`config.mk`:
```
export PLATFORM = sky130hd
export DESIGN_NAME = core_seq_ctrl
export DESIGN_NICKNAME = d
export VERILOG_FILES = /design/src/rtl/core_ctrl_pkg.sv /design/src/rtl/core_seq_ctrl_addr_stepper.sv /design/src/rtl/core_seq_ctrl.sv
export SDC_FILE = /design/constraint.sdc
export NUM_CORES = 1
export LEC_CHECK = 0
export ABC_CLOCK_PERIOD_IN_PS = 2700
export CAP_MARGIN = 40
export CORE_UTILIZATION = 57
export CTS_CLUSTER_SIZE = 24
export DETAILED_ROUTE_END_ITERATION = 10
export PLACE_DENSITY = 0.81
export SLEW_MARGIN = 0
export SYNTH_ARGS = -nofsm -noshare
export SYNTH_HDL_FRONTEND = slang
export SYNTH_SLANG_ARGS = --single-unit
```
`constraint.sdc`:
```
create_clock -name clk -period 2.7 [get_ports clk]
set_input_delay 0.54 -clock clk [delete_from_list [all_inputs] [get_ports clk]]
set_output_delay 0.54 -clock clk [all_outputs]
set_load 0.01 [all_outputs]
```
`src/rtl/core_ctrl_pkg.sv`:
```
// Shared definitions for the PE-array core sequencer: instruction field
// positions, the idle instruction word and the sequencer state encoding.
package core_ctrl_pkg;

  localparam int INST_W        = 34;
  localparam int INST_ACC      = 33;
  localparam int INST_P_CEN    = 32;
  localparam int INST_P_WEN    = 31;
  localparam int INST_P_ADDR   = 20;
  localparam int INST_X_CEN    = 19;
  localparam int INST_X_WEN    = 18;
  localparam int INST_X_ADDR   = 7;
  localparam int INST_OFIFO_RD = 6;
  localparam int INST_IFIFO_WR = 5;
  localparam int INST_IFIFO_RD = 4;
  localparam int INST_L0_RD    = 3;
  localparam int INST_L0_WR    = 2;
  localparam int INST_EXECUTE  = 1;
  localparam int INST_LOAD     = 0;

  // Both SRAMs deselected and write-protected; every other field zero.
  localparam logic [INST_W-1:0] IDLE_INST = (34'd1 << INST_P_CEN) | (34'd1 << INST_P_WEN) |
                                            (34'd1 << INST_X_CEN) | (34'd1 << INST_X_WEN);

  typedef enum logic [2:0] {
    ST_IDLE,
    ST_W_FETCH,
    ST_W_LOAD,
    ST_W_FLUSH,
    ST_X_EXEC,
    ST_DRAIN,
    ST_DONE
  } state_e;

endpackage

```
`src/rtl/core_seq_ctrl_addr_stepper.sv`:
```
// addr_stepper: loadable SRAM address generator. Presents base+index for one
// cycle per step (zero otherwise) and flags when 'limit' addresses were issued.
module addr_stepper #(
  parameter int ADDR_W = 11
) (
  input  logic              clk,
  input  logic              reset,
  input  logic              i_load,
  input  logic [ADDR_W-1:0] i_base,
  input  logic [ADDR_W-1:0] i_limit,
  input  logic              i_step,
  output logic [ADDR_W-1:0] o_addr,
  output logic              o_last
);

  logic [ADDR_W-1:0] r_base;
  logic [ADDR_W-1:0] r_limit;
  logic [ADDR_W-1:0] r_idx;
  logic [ADDR_W-1:0] r_addr;

  always_ff @(posedge clk) begin
    if (reset) begin
      r_base  <= '0;
      r_limit <= '0;
      r_idx   <= '0;
      r_addr  <= '0;
    end else begin
      if (i_load) begin
        r_base  <= i_base;
        r_limit <= i_limit;
      end
      // A load may coincide with the first step so the first address is not delayed.
      if (i_step) begin
        r_addr <= i_load ? i_base : r_base + r_idx;
        r_idx  <= i_load ? ADDR_W'(1) : r_idx + ADDR_W'(1);
      end else begin
        r_addr <= '0;
        if (i_load) r_idx <= '0;
      end
    end
  end

  assign o_addr = r_addr;
  assign o_last = (r_idx == r_limit);

endmodule

```
`src/rtl/core_seq_ctrl.sv`:
```
// core_seq_ctrl: single-tile sequencer for the PE-array core. Every output is
// registered from the next-state decode so it lines up with the state it belongs to.
module core_seq_ctrl
  import core_ctrl_pkg::*;
#(
  parameter int row       = 8,
  parameter int col       = 8,
  parameter int ADDR_W    = 11,
  parameter int FLUSH_CYC = 16
) (
  input  logic              clk,
  input  logic              reset,
  input  logic              start,
  input  logic [ADDR_W-1:0] w_base,
  input  logic [ADDR_W-1:0] x_base,
  input  logic [ADDR_W-1:0] p_base,
  input  logic [ADDR_W-1:0] nij,
  input  logic              acc_en,
  input  logic              ofifo_valid,
  output logic [INST_W-1:0] inst,
  output logic              xw_mode,
  output logic              pmem_mode,
  output logic              busy,
  output logic              done
);

  localparam logic [ADDR_W-1:0] ROW_A      = ADDR_W'(row);
  localparam logic [ADDR_W-1:0] COL_LAST   = ADDR_W'(col - 1);
  localparam logic [ADDR_W-1:0] FLUSH_LAST = ADDR_W'(FLUSH_CYC - 1);

  state_e            r_state;
  state_e            w_state_n;
  logic [ADDR_W-1:0] r_cnt;
  logic [ADDR_W-1:0] w_cnt_n;
  logic [ADDR_W-1:0] r_x_base;
  logic [ADDR_W-1:0] r_nij;
  logic              r_acc;
  logic [ADDR_W-1:0] r_rd_cnt;

  logic              r_inst_acc;
  logic              r_x_cen;
  logic              r_p_cen;
  logic [6:0]        r_ctrl;
  logic              r_xw;
  logic              r_busy;
  logic              r_done;

  logic              w_latch;
  logic              w_x_load;
  logic [ADDR_W-1:0] w_x_base;
  logic [ADDR_W-1:0] w_x_limit;
  logic              w_x_step;
  logic              w_x_last;
  logic [ADDR_W-1:0] w_x_addr;
  logic              w_p_last;
  logic [ADDR_W-1:0] w_p_addr;
  logic [6:0]        w_ctrl_n;
  logic              w_xw_n;
  logic              w_busy_n;
  logic              w_done_n;
  logic              w_acc_n;

  // NOTE: every signal written here gets a default first, otherwise a path that
  // skips the assignment makes synthesis infer a latch.
  always_comb begin
    w_state_n = r_state;
    w_cnt_n   = r_cnt + ADDR_W'(1);
    w_latch   = 1'b0;
    w_x_load  = 1'b0;
    w_x_base  = w_base;
    w_x_limit = ROW_A;
    unique case (r_state)
      ST_IDLE: begin
        w_cnt_n = '0;
        if (start && (nij != '0)) begin
          w_state_n = ST_W_FETCH;
          w_latch   = 1'b1;
          w_x_load  = 1'b1;
        end
      end
      ST_W_FETCH: if (r_cnt == ROW_A) begin
        w_state_n = ST_W_LOAD;
        w_cnt_n   = '0;
      end
      ST_W_LOAD: if (r_cnt == COL_LAST) begin
        w_state_n = ST_W_FLUSH;
        w_cnt_n   = '0;
      end
      ST_W_FLUSH: if (r_cnt == FLUSH_LAST) begin
        w_state_n = ST_X_EXEC;
        w_cnt_n   = '0;
        w_x_load  = 1'b1;
        w_x_base  = r_x_base;
        w_x_limit = r_nij;
      end
      ST_X_EXEC: if (r_cnt == r_nij) begin
        w_state_n = ST_DRAIN;
        w_cnt_n   = '0;
      end
      ST_DRAIN: begin
        w_cnt_n = r_cnt;
        if (w_p_last) w_state_n = ST_DONE;
      end
      ST_DONE: begin
        w_state_n = ST_IDLE;
        w_cnt_n   = '0;
      end
      default: begin
        w_state_n = ST_IDLE;
        w_cnt_n   = '0;
      end
    endcase
  end

  // Output decode for the cycle the next state describes.
  always_comb begin
    w_ctrl_n = '0;
    w_xw_n   = 1'b0;
    unique case (w_state_n)
      ST_W_FETCH: begin
        w_xw_n               = 1'b1;
        w_ctrl_n[INST_L0_WR] = (w_cnt_n != '0);
      end
      ST_W_LOAD: begin
        w_ctrl_n[INST_L0_RD] = 1'b1;
        w_ctrl_n[INST_LOAD]  = 1'b1;
      end
      ST_X_EXEC: begin
        w_ctrl_n[INST_L0_WR]   = (w_cnt_n != '0);
        w_ctrl_n[INST_L0_RD]   = (w_cnt_n != '0);
        w_ctrl_n[INST_EXECUTE] = (w_cnt_n != '0);
      end
      ST_DRAIN: w_ctrl_n[INST_OFIFO_RD] = (r_state == ST_DRAIN) && ofifo_valid &&
                                          (r_rd_cnt < r_nij);
      default: begin
        w_ctrl_n[INST_IFIFO_WR] = 1'b0;
        w_ctrl_n[INST_IFIFO_RD] = 1'b0;
      end
    endcase
    w_x_step = w_x_load || (((w_state_n == ST_W_FETCH) || (w_state_n == ST_X_EXEC)) && !w_x_last);
    w_busy_n = (w_state_n != ST_IDLE) && (w_state_n != ST_DONE);
    w_done_n = (w_state_n == ST_DONE) || ((r_state == ST_IDLE) && start && (nij == '0));
    w_acc_n  = w_busy_n && ((r_state == ST_IDLE) ? acc_en : r_acc);
  end

  // NOTE: sequential state uses non-blocking assignments so every register
  // samples the pre-edge values regardless of statement order.
  always_ff @(posedge clk) begin
    if (reset) begin
      r_state    <= ST_IDLE;
      r_cnt      <= '0;
      r_x_base   <= '0;
      r_nij      <= '0;
      r_acc      <= 1'b0;
      r_rd_cnt   <= '0;
      r_inst_acc <= 1'b0;
      r_x_cen    <= 1'b1;
      r_p_cen    <= 1'b1;
      r_ctrl     <= '0;
      r_xw       <= 1'b0;
      r_busy     <= 1'b0;
      r_done     <= 1'b0;
    end else begin
      r_state <= w_state_n;
      r_cnt   <= w_cnt_n;
      if (w_latch) begin
        r_x_base <= x_base;
        r_nij    <= nij;
        r_acc    <= acc_en;
      end
      if (w_latch) r_rd_cnt <= '0;
      else if (w_ctrl_n[INST_OFIFO_RD]) r_rd_cnt <= r_rd_cnt + ADDR_W'(1);
      r_inst_acc <= w_acc_n;
      r_x_cen    <= ~w_x_step;
      // Each OFIFO read is written to psum SRAM in the following cycle.
      r_p_cen    <= ~r_ctrl[INST_OFIFO_RD];
      r_ctrl     <= w_ctrl_n;
      r_xw       <= w_xw_n;
      r_busy     <= w_busy_n;
      r_done     <= w_done_n;
    end
  end

  addr_stepper #(.ADDR_W(ADDR_W)) u_x_addr (
    .clk     (clk),
    .reset   (reset),
    .i_load  (w_x_load),
    .i_base  (w_x_base),
    .i_limit (w_x_limit),
    .i_step  (w_x_step),
    .o_addr  (w_x_addr),
    .o_last  (w_x_last)
  );

  addr_stepper #(.ADDR_W(ADDR_W)) u_p_addr (
    .clk     (clk),
    .reset   (reset),
    .i_load  (w_latch),
    .i_base  (p_base),
    .i_limit (nij),
    .i_step  (r_ctrl[INST_OFIFO_RD]),
    .o_addr  (w_p_addr),
    .o_last  (w_p_last)
  );

  always_comb begin
    inst                              = IDLE_INST;
    inst[INST_ACC]                    = r_inst_acc;
    inst[INST_P_CEN]                  = r_p_cen;
    inst[INST_P_WEN]                  = r_p_cen;
    inst[INST_P_ADDR +: ADDR_W]       = w_p_addr;
    inst[INST_X_CEN]                  = r_x_cen;
    inst[INST_X_ADDR +: ADDR_W]       = w_x_addr;
    inst[INST_OFIFO_RD:INST_LOAD]     = r_ctrl;
  end

  assign xw_mode   = r_xw;
  assign pmem_mode = 1'b0;
  assign busy      = r_busy;
  assign done      = r_done;

endmodule
```
==> results.yml, run 1 <==
outcome:
  outcome: "finished, final reports clean"
grt:
  grt_pass1_wl_um: 31600
  antenna_found_initial: 0
  pin_count_of_the_biggest_net_entering_global_routing: 56
  grt_remaining_overflow: 0
  global_route_total_usage_across_every_layer: 0.303
  first_global_vias: 6461
drt:
  wl_um: 19400
  drt-initial-drc-count: 586
  antenna_left: 0
  residual_drc: 0
  detailedRoute.firstPassIterationCount: 5
  routed_via_density: 5.91
  post_drt_wl_per_cell_um: 16.5
  route.vias.total: 6947
hold_path:
  hp-start: "r_x_base[6]$_SDFFE_PP0P_"
  min_delay_path_depth: 2
  whs_endpoint: "r_x_base[6]$_SDFFE_PP0P_"
  hold_path.class: "reg2reg"
setup_path:
  crit_family: "simple AND/OR/NAND/NOR gates"
  crit_path_max_incr_delay_ns: 0.55
  category_of_the_most_critical_setup_path: "reg2reg"
  timing.critical_path.arrival_ns: 2.86
  critical_path.reg2reg.startpoint: "u_p_addr.r_limit[3]$_SDFFE_PP0P_"
  timing.critical_path.from_type: "register"
  crit_path_max_fanout: 11
  worst_r2r_endpoint: "r_rd_cnt[6]$_SDFFE_PP0P_"
  cp.buffers_inverters: 1
  worst_r2r_path_depth: 8
  endpoint_kind: "register"
  setup_slack_on_the_worst_flop_to_flop_path_ns: 0.19
  cp.required_ns: 3.05
  cpMaxStageDelayCell: "dfxtp_1"
  crit_path_cell_trace: "xnor2_1, nand3_1, nor3_2, nand2b_1, and3_1, buf_4, or4_1, a21oi_1"
  critical_path_origin: "u_p_addr.r_limit[3]$_SDFFE_PP0P_"
clock_network:
  numClockSinks: 136
  cts_root_buffer: "clkbuf_16"
  cts-root-to-sink-buffers: 2
  cts_post_setup_buffers_inserted: 0
  tritoncts: "yes"
  cts.clk_slew.worst_paths_ns: 0.06
  tritoncts.num_buffers: 17
  insertion_delay_ns: 0.42
  post_cts_resize_count: 0
  cts_hold_repair.buffers: 0
  ctsHtreeMaxLevel: 4
power_and_ir_drop:
  p_leak_nw: 3.71
  power.ir.vdd_worst_mv: 0.416
  pwr_density_cell_nw_per_um2: 552
yosys:
  synth_enable_flop_cells: 0
  synth.yosys.seq_area_share: 0.367
  post_synthesis_cell_area_um2: 7420
  syn_area_per_cell_um2: 8.23
  synth-async-reset-ratio: 0
  post_synth_num_cell_types: 75
  yosys_most_used_dff: "dfxtp_1"
  ys_warnings: 0
  yosys_register_bits: 136
  syn-instance-count: 901
place:
  detailedPlacementHpwl_um: 13600
  io_buffer_count: 82
  routabilityCongestion: 0.927
floorplan:
  core_region_area_um2: 12700
  floorplan.initialDensity: 0.585
  chip_height_um: 116
  number_of_cell_rows: 41
  width_of_the_die_um: 116
  floorplan.io_pins: 87
  die_footprint_um2: 13500
cells_and_area:
  num-nets-final: 1078
  area_growth_syn_to_layout_pct: 22.9
  antennaDiodeCount: 0
  layout-drive-gt1-share: 0.114
  final_core_util: 0.719
flow_run:
  cap_viol_max_count: 0
timing:
  clock-skew-final_ns: 0.00683
  slew_violations: 0
  achievable-frequency_mhz: 399
  measured_slew_at_the_worst_slew_check_pin_ns: 0.611
  rsz0062_at_grt: "false"
  timing.final.setup_violations: 0
  finalCritPeriodShare: 0.928
  maxSlewHeadroom: 0.593
  fin_crit_ns: 2.51
  final_hold_viol_count: 0
  setup_tns_ns: 0
cell type report:
type / instances / area (µm²)
Multi-Input combinational cell: 681 / 4280
Fill cell: 962 / 3560
Sequential cell: 136 / 2730
Timing Repair Buffer: 131 / 1220
Clock buffer: 22 / 484
Tap cell: 172 / 215
Clock inverter: 9 / 97.6
Inverter: 25 / 93.8
synthesized netlist by cell type (6+ instances only):
master | instances | share of area
a211oi_1 | 16 | 0.016
a21o_1 | 7 | 0.0071
a21oi_1 | 97 | 0.065
a22oi_1 | 18 | 0.018
and3_1 | 11 | 0.0093
buf_1 | 6 | 0.0030
buf_4 | 13 | 0.013
buf_6 | 8 | 0.012
clkbuf_1 | 31 | 0.016
dfxtp_1 | 136 | 0.37
ha_1 | 35 | 0.059
inv_1 | 25 | 0.013
mux2i_1 | 8 | 0.011
nand2_1 | 133 | 0.067
nand3_1 | 23 | 0.016
nand4_1 | 16 | 0.013
nor2_1 | 71 | 0.036
nor2b_1 | 9 | 0.0076
nor3_1 | 23 | 0.016
nor4_1 | 7 | 0.0059
o21ai_0 | 24 | 0.016
o31ai_1 | 7 | 0.0071
or2_2 | 6 | 0.0051
or3_1 | 8 | 0.0067
or4_1 | 8 | 0.0081
xnor2_1 | 30 | 0.035
xor2_1 | 36 | 0.043
state kept, by name (all words and copies together), names as in the netlist, 3 cells and up:
register and cells:
u_x_addr.r_idx 11, r_x_base 11, u_p_addr.r_idx 11, u_p_addr.r_limit 11, u_x_addr.r_base 11, r_cnt 11
u_x_addr.o_addr 11, u_p_addr.o_addr 11, u_x_addr.r_limit 11, u_p_addr.r_base 11, r_ctrl 5, r_rd_cnt 11
r_state 3
layout by cell type, fill, tap and decap left out, types with 5 or more instances in the layout:
cell type | synthesis | final
nor2_1 | 71 | 71
nor2b_1 | 9 | 9
a31oi_1 | 5 | 5
clkdlybuf4s50_1 | 0 | 81
a211oi_1 | 16 | 16
clkinv_2 | 0 | 6
o21ai_0 | 24 | 24
o31ai_1 | 7 | 7
xor2_1 | 36 | 36
ha_1 | 35 | 35
nor3_1 | 23 | 23
and2_1 | 5 | 5
buf_4 | 13 | 46
nand3_1 | 23 | 22
clkbuf_16 | 0 | 17
dfxtp_1 | 136 | 134
or3_1 | 8 | 8
mux2i_1 | 8 | 8
nand4_1 | 16 | 16
nand3b_1 | 5 | 5
or4_1 | 8 | 8
a22oi_1 | 18 | 18
a21oi_1 | 97 | 97
or2_2 | 6 | 6
a21o_1 | 7 | 7
and3_1 | 11 | 11
xnor2_1 | 30 | 30
nand2_1 | 133 | 133
inv_1 | 25 | 25
nor4_1 | 7 | 7
worst max-delay path by stage:
| stage | cells past startpoint | end | slack, ns |
|---|---|---|---|
| finish | 8 | r_rd_cnt[6]$_SDFFE_PP0P_ | 0.19 |
| global route | 9 | r_rd_cnt[3]$_SDFFE_PP0P_ | 0.06 |
| CTS | 8 | r_rd_cnt[9]$_SDFFE_PP0P_ | 0.14 |
| detailed placement | 9 | r_ctrl[3]$_SDFF_PP0_ | 0.08 |
| global placement | 10 | u_x_addr.r_idx[2]$_SDFFE_PP0P_ | 0.13 |
| floorplan | 8 | r_rd_cnt[1]$_SDFFE_PP0P_ | 0.33 |
layer usage:
layer  wire length (µm)  global-route usage
met1               8680               0.394
met2               9280               0.493
met3               1020              0.0617
met4                466               0.116
met5                  0                   0
report_power, final:
group / internal (W) / total [W] / switching [W]
combinational: 0.000285 / 0.000618 / 0.000334
sequential: 0.00207 / 0.00213 / 0.0000554
clock: 0.00144 / 0.00228 / 0.000842
worst register-to-register path, cell delays in order, from the launching register on:
cell	delay, ns
dfxtp_1	0.55
xnor2_1	0.17
nand3_1	0.10
nor3_2	0.35
nand2b_1	0.19
and3_1	0.26
buf_4	0.18
or4_1	0.50
a21oi_1	0.15
cells by family after synthesis:
group                    synth area share
other                             0.00101
multiplexers                       0.0108
adder cells (fa/ha/maj)            0.0644
flip-flops                          0.367
AO/OA/AOI/OAI                       0.182
buffers and inverters              0.0587
AND/OR/NAND/NOR                     0.238
XOR/XNOR                           0.0779
per-stage QoR:
step                cell area [µm²]  instances  total power, W  hold slack, ns  setup slack, ns
finish                         9110       1176         0.00503           0.460            0.194
floorplan                      7430        903         0.00252           0.436            0.332
global route                   9110       1176         0.00520           0.485           0.0573
detailed placement             8530       1145         0.00277           0.447           0.0831
global placement               8530       1145         0.00276           0.444            0.132
CTS                            9110       1176         0.00504           0.459            0.143
No activity file was read; power rests on OpenSTA's default activity.
==> inputs of run 2 (changes only) <==
--- a/config.mk
+++ b/config.mk
@@ -7,10 +7,11 @@
 export LEC_CHECK = 0
 export ABC_CLOCK_PERIOD_IN_PS = 2700
 export CAP_MARGIN = 40
-export CORE_UTILIZATION = 57
+export CORE_UTILIZATION = 40
+export CTS_BUF_LIST = sky130_fd_sc_hd__clkbuf_4 sky130_fd_sc_hd__clkbuf_8
 export CTS_CLUSTER_SIZE = 24
 export DETAILED_ROUTE_END_ITERATION = 10
-export PLACE_DENSITY = 0.81
+export HOLD_SLACK_MARGIN = 0.03
 export SLEW_MARGIN = 0
 export SYNTH_ARGS = -nofsm -noshare
 export SYNTH_HDL_FRONTEND = slang
==> run 2 against run 1 <==
The flow now finishes with violations (design-rule violations). Clock skew up 0.0069 ns. Maximum frequency down 0.49%. Count of clock-buffer cells in the layout decreased by 4. Clock power decreased by 19%. Wire length increased by 1.8%. Sequential cell count did not move. Global-route usage is 9.0 points lower. Core utilization fell by 22 points. Cell area is 0.55% lower. First-iteration DRC count down 24%. Die area grew 42%. Critical path type unchanged. Critical endpoint is now r_ctrl[3]$_SDFF_PP0_.
==> results.yml, run 2 (same netlist as run 1, synthesis figures left out) <==
setup_path:
  critical_path_origin: "r_cnt[7]$_SDFF_PP0_"
  critPathCapture: "r_ctrl[3]$_SDFF_PP0_"
  timing.critical_path.arrival_ns: 2.86
  timing.critical_path.from_type: "register"
  worst_r2r_path_depth: 7
  endpoint_kind: "register"
  crit_path_max_fanout: 11
  critical_path.reg2reg.startpoint: "r_cnt[7]$_SDFF_PP0_"
  cp.required_ns: 3.04
  worst_r2r_endpoint: "r_ctrl[3]$_SDFF_PP0_"
  setup_slack_on_the_worst_flop_to_flop_path_ns: 0.18
  category_of_the_most_critical_setup_path: "reg2reg"
timing:
  final_hold_viol_count: 0
  fin_crit_ns: 2.52
  finalCritPeriodShare: 0.933
  achievable-frequency_mhz: 397
  maxSlewHeadroom: 0.464
  setup_tns_ns: 0
  clock-skew-final_ns: 0.0137
  measured_slew_at_the_worst_slew_check_pin_ns: 0.798
  rsz0062_at_grt: "false"
  slew_violations: 0
  timing.final.setup_violations: 0
drt:
  routed_via_density: 5.38
  detailedRoute.firstPassIterationCount: 10
  antenna_left: 0
  drt-initial-drc-count: 445
  post_drt_wl_per_cell_um: 16.0
  residual_drc: 5
  route.vias.total: 6651
  wl_um: 19800
cells_and_area:
  post_layout_nonfiller_instances: 1237
  antennaDiodeCount: 0
  layout-drive-gt1-share: 0.115
  commonest_non_fill_non_tap_cells_in_the_layout: "dfxtp_1 (136), nand2_1 (133), a21oi_1 (97)"
  nFillCells: 1789
  multiInputGateArea_um2: 4270
  sequential_cell_area_um2: 2720
  num-nets-final: 1081
  area_growth_syn_to_layout_pct: 22.2
  postLayoutCellArea_um2: 9060
  commonest_non_fill_non_tap_cell_in_the_layout: "dfxtp_1"
place:
  detailedPlacementHpwl_um: 14500
  io_buffer_count: 82
  placed_cell_area_um2: 8630
  numPlacedInstances: 1205
  routabilityCongestion: 0.864
floorplan:
  core_region_area_um2: 18100
  number_of_cell_rows: 49
  die_footprint_um2: 19100
  floorplan.initialDensity: 0.410
  chip_height_um: 138
  floorplan.io_pins: 87
  width_of_the_die_um: 138
outcome:
  outcome: "complete, but fails checks"
  failed_checks: "design-rule violations"
clock_network:
  insertion_delay_ns: 0.46
  ctsHtreeMaxLevel: 4
  cts_hold_repair.buffers: 0
  cts.clk_slew.worst_paths_ns: 0.08
  tritoncts.num_buffers: 17
  numClockSinks: 136
  post_cts_resize_count: 0
  cts-root-to-sink-buffers: 2
  cts_post_setup_buffers_inserted: 0
  cts_root_buffer: "clkbuf_8"
  tritoncts: "yes"
grt:
  global_route_total_usage_across_every_layer: 0.213
  grt_remaining_overflow: 0
  grt_pass1_wl_um: 32400
  antenna_found_initial: 0
  first_global_vias: 6228
  pin_count_of_the_biggest_net_entering_global_routing: 49
power_and_ir_drop:
  power.ir.vdd_worst_mv: 0.371
  pwr_density_cell_nw_per_um2: 507
  p_leak_nw: 3.65
hold_path:
  hold_path.class: "reg2reg"
flow_run:
  cap_viol_max_count: 0
run 2: cell types whose count changed in the layout (fill, tap and decap cells not counted):
cell,before,now
buf_12,3,4
buf_4,46,48
bufinv_16,2,3
clkbuf_1,1,0
clkbuf_16,17,0
clkbuf_8,4,18
clkinv_2,6,1
clkinv_4,0,3
dfxtp_1,134,136
dfxtp_2,2,0
inv_6,0,5
inv_8,0,1
o21ai_1,2,3
o21ai_2,1,0
run 2: cell type report:
type / count / area share
flip-flops and latches: 136 / 0.300
clock buffers: 18 / 0.0273
well taps: 229 / 0.0316
clock inverters: 14 / 0.0203
multi-input cells: 681 / 0.471
inverters: 25 / 0.0104
repair buffers: 134 / 0.139
run 2: through the flow:
step | setup slack, ns | util | hold slack, ns | power (W)
finish | 0.182 | 0.501 | 0.459 | 0.00460
global route | 0.0262 | 0.501 | 0.479 | 0.00479
CTS | 0.194 | 0.501 | 0.463 | 0.00463
detailed placement | 0.0421 | 0.477 | 0.450 | 0.00280
global placement | 0.0606 | 0.477 | 0.446 | 0.00279
floorplan | 0.332 | - | 0.436 | 0.00252
run 2: worst min-delay path by stage:
stage	start	to	slack, ns	cells past startpoint
after floorplan	r_acc$_SDFFE_PP0P_	r_acc$_SDFFE_PP0P_	0.44	2
after global placement	r_x_base[4]$_SDFFE_PP0P_	r_x_base[4]$_SDFFE_PP0P_	0.45	2
after detailed placement	r_x_base[4]$_SDFFE_PP0P_	r_x_base[4]$_SDFFE_PP0P_	0.45	2
after CTS	r_x_base[0]$_SDFFE_PP0P_	r_x_base[0]$_SDFFE_PP0P_	0.46	2
after global routing	r_x_base[6]$_SDFFE_PP0P_	r_x_base[6]$_SDFFE_PP0P_	0.48	2
final	r_x_base[0]$_SDFFE_PP0P_	r_x_base[0]$_SDFFE_PP0P_	0.46	2
run 2: metal layers:
layer | vias to the layer above | GRT usage | part of all wire
met4 | 0 | 0.0698 | 0.017
met3 | 23 | 0.0353 | 0.044
met1 | 3116 | 0.296 | 0.48
li1 | 3348 | - | -
met2 | 164 | 0.336 | 0.45
met5 | - | 0 | 0
run 2: critical path, cell delays in order, from the launching register on:
cell,delay (ns)
dfxtp_1,0.44
nor4_4,0.47
o2111ai_2,0.26
a21oi_1,0.25
o21ai_1,0.31
a211oi_1,0.32
o2111a_1,0.27
o21bai_1,0.09
run 2: power by group:
group	leakage (nW)	total, W	switching (W)	internal [W]
clock network	0.217	0.00184	0.000881	0.000961
registers	1.11	0.00212	0.0000519	0.00207
logic	2.33	0.000632	0.000338	0.000294
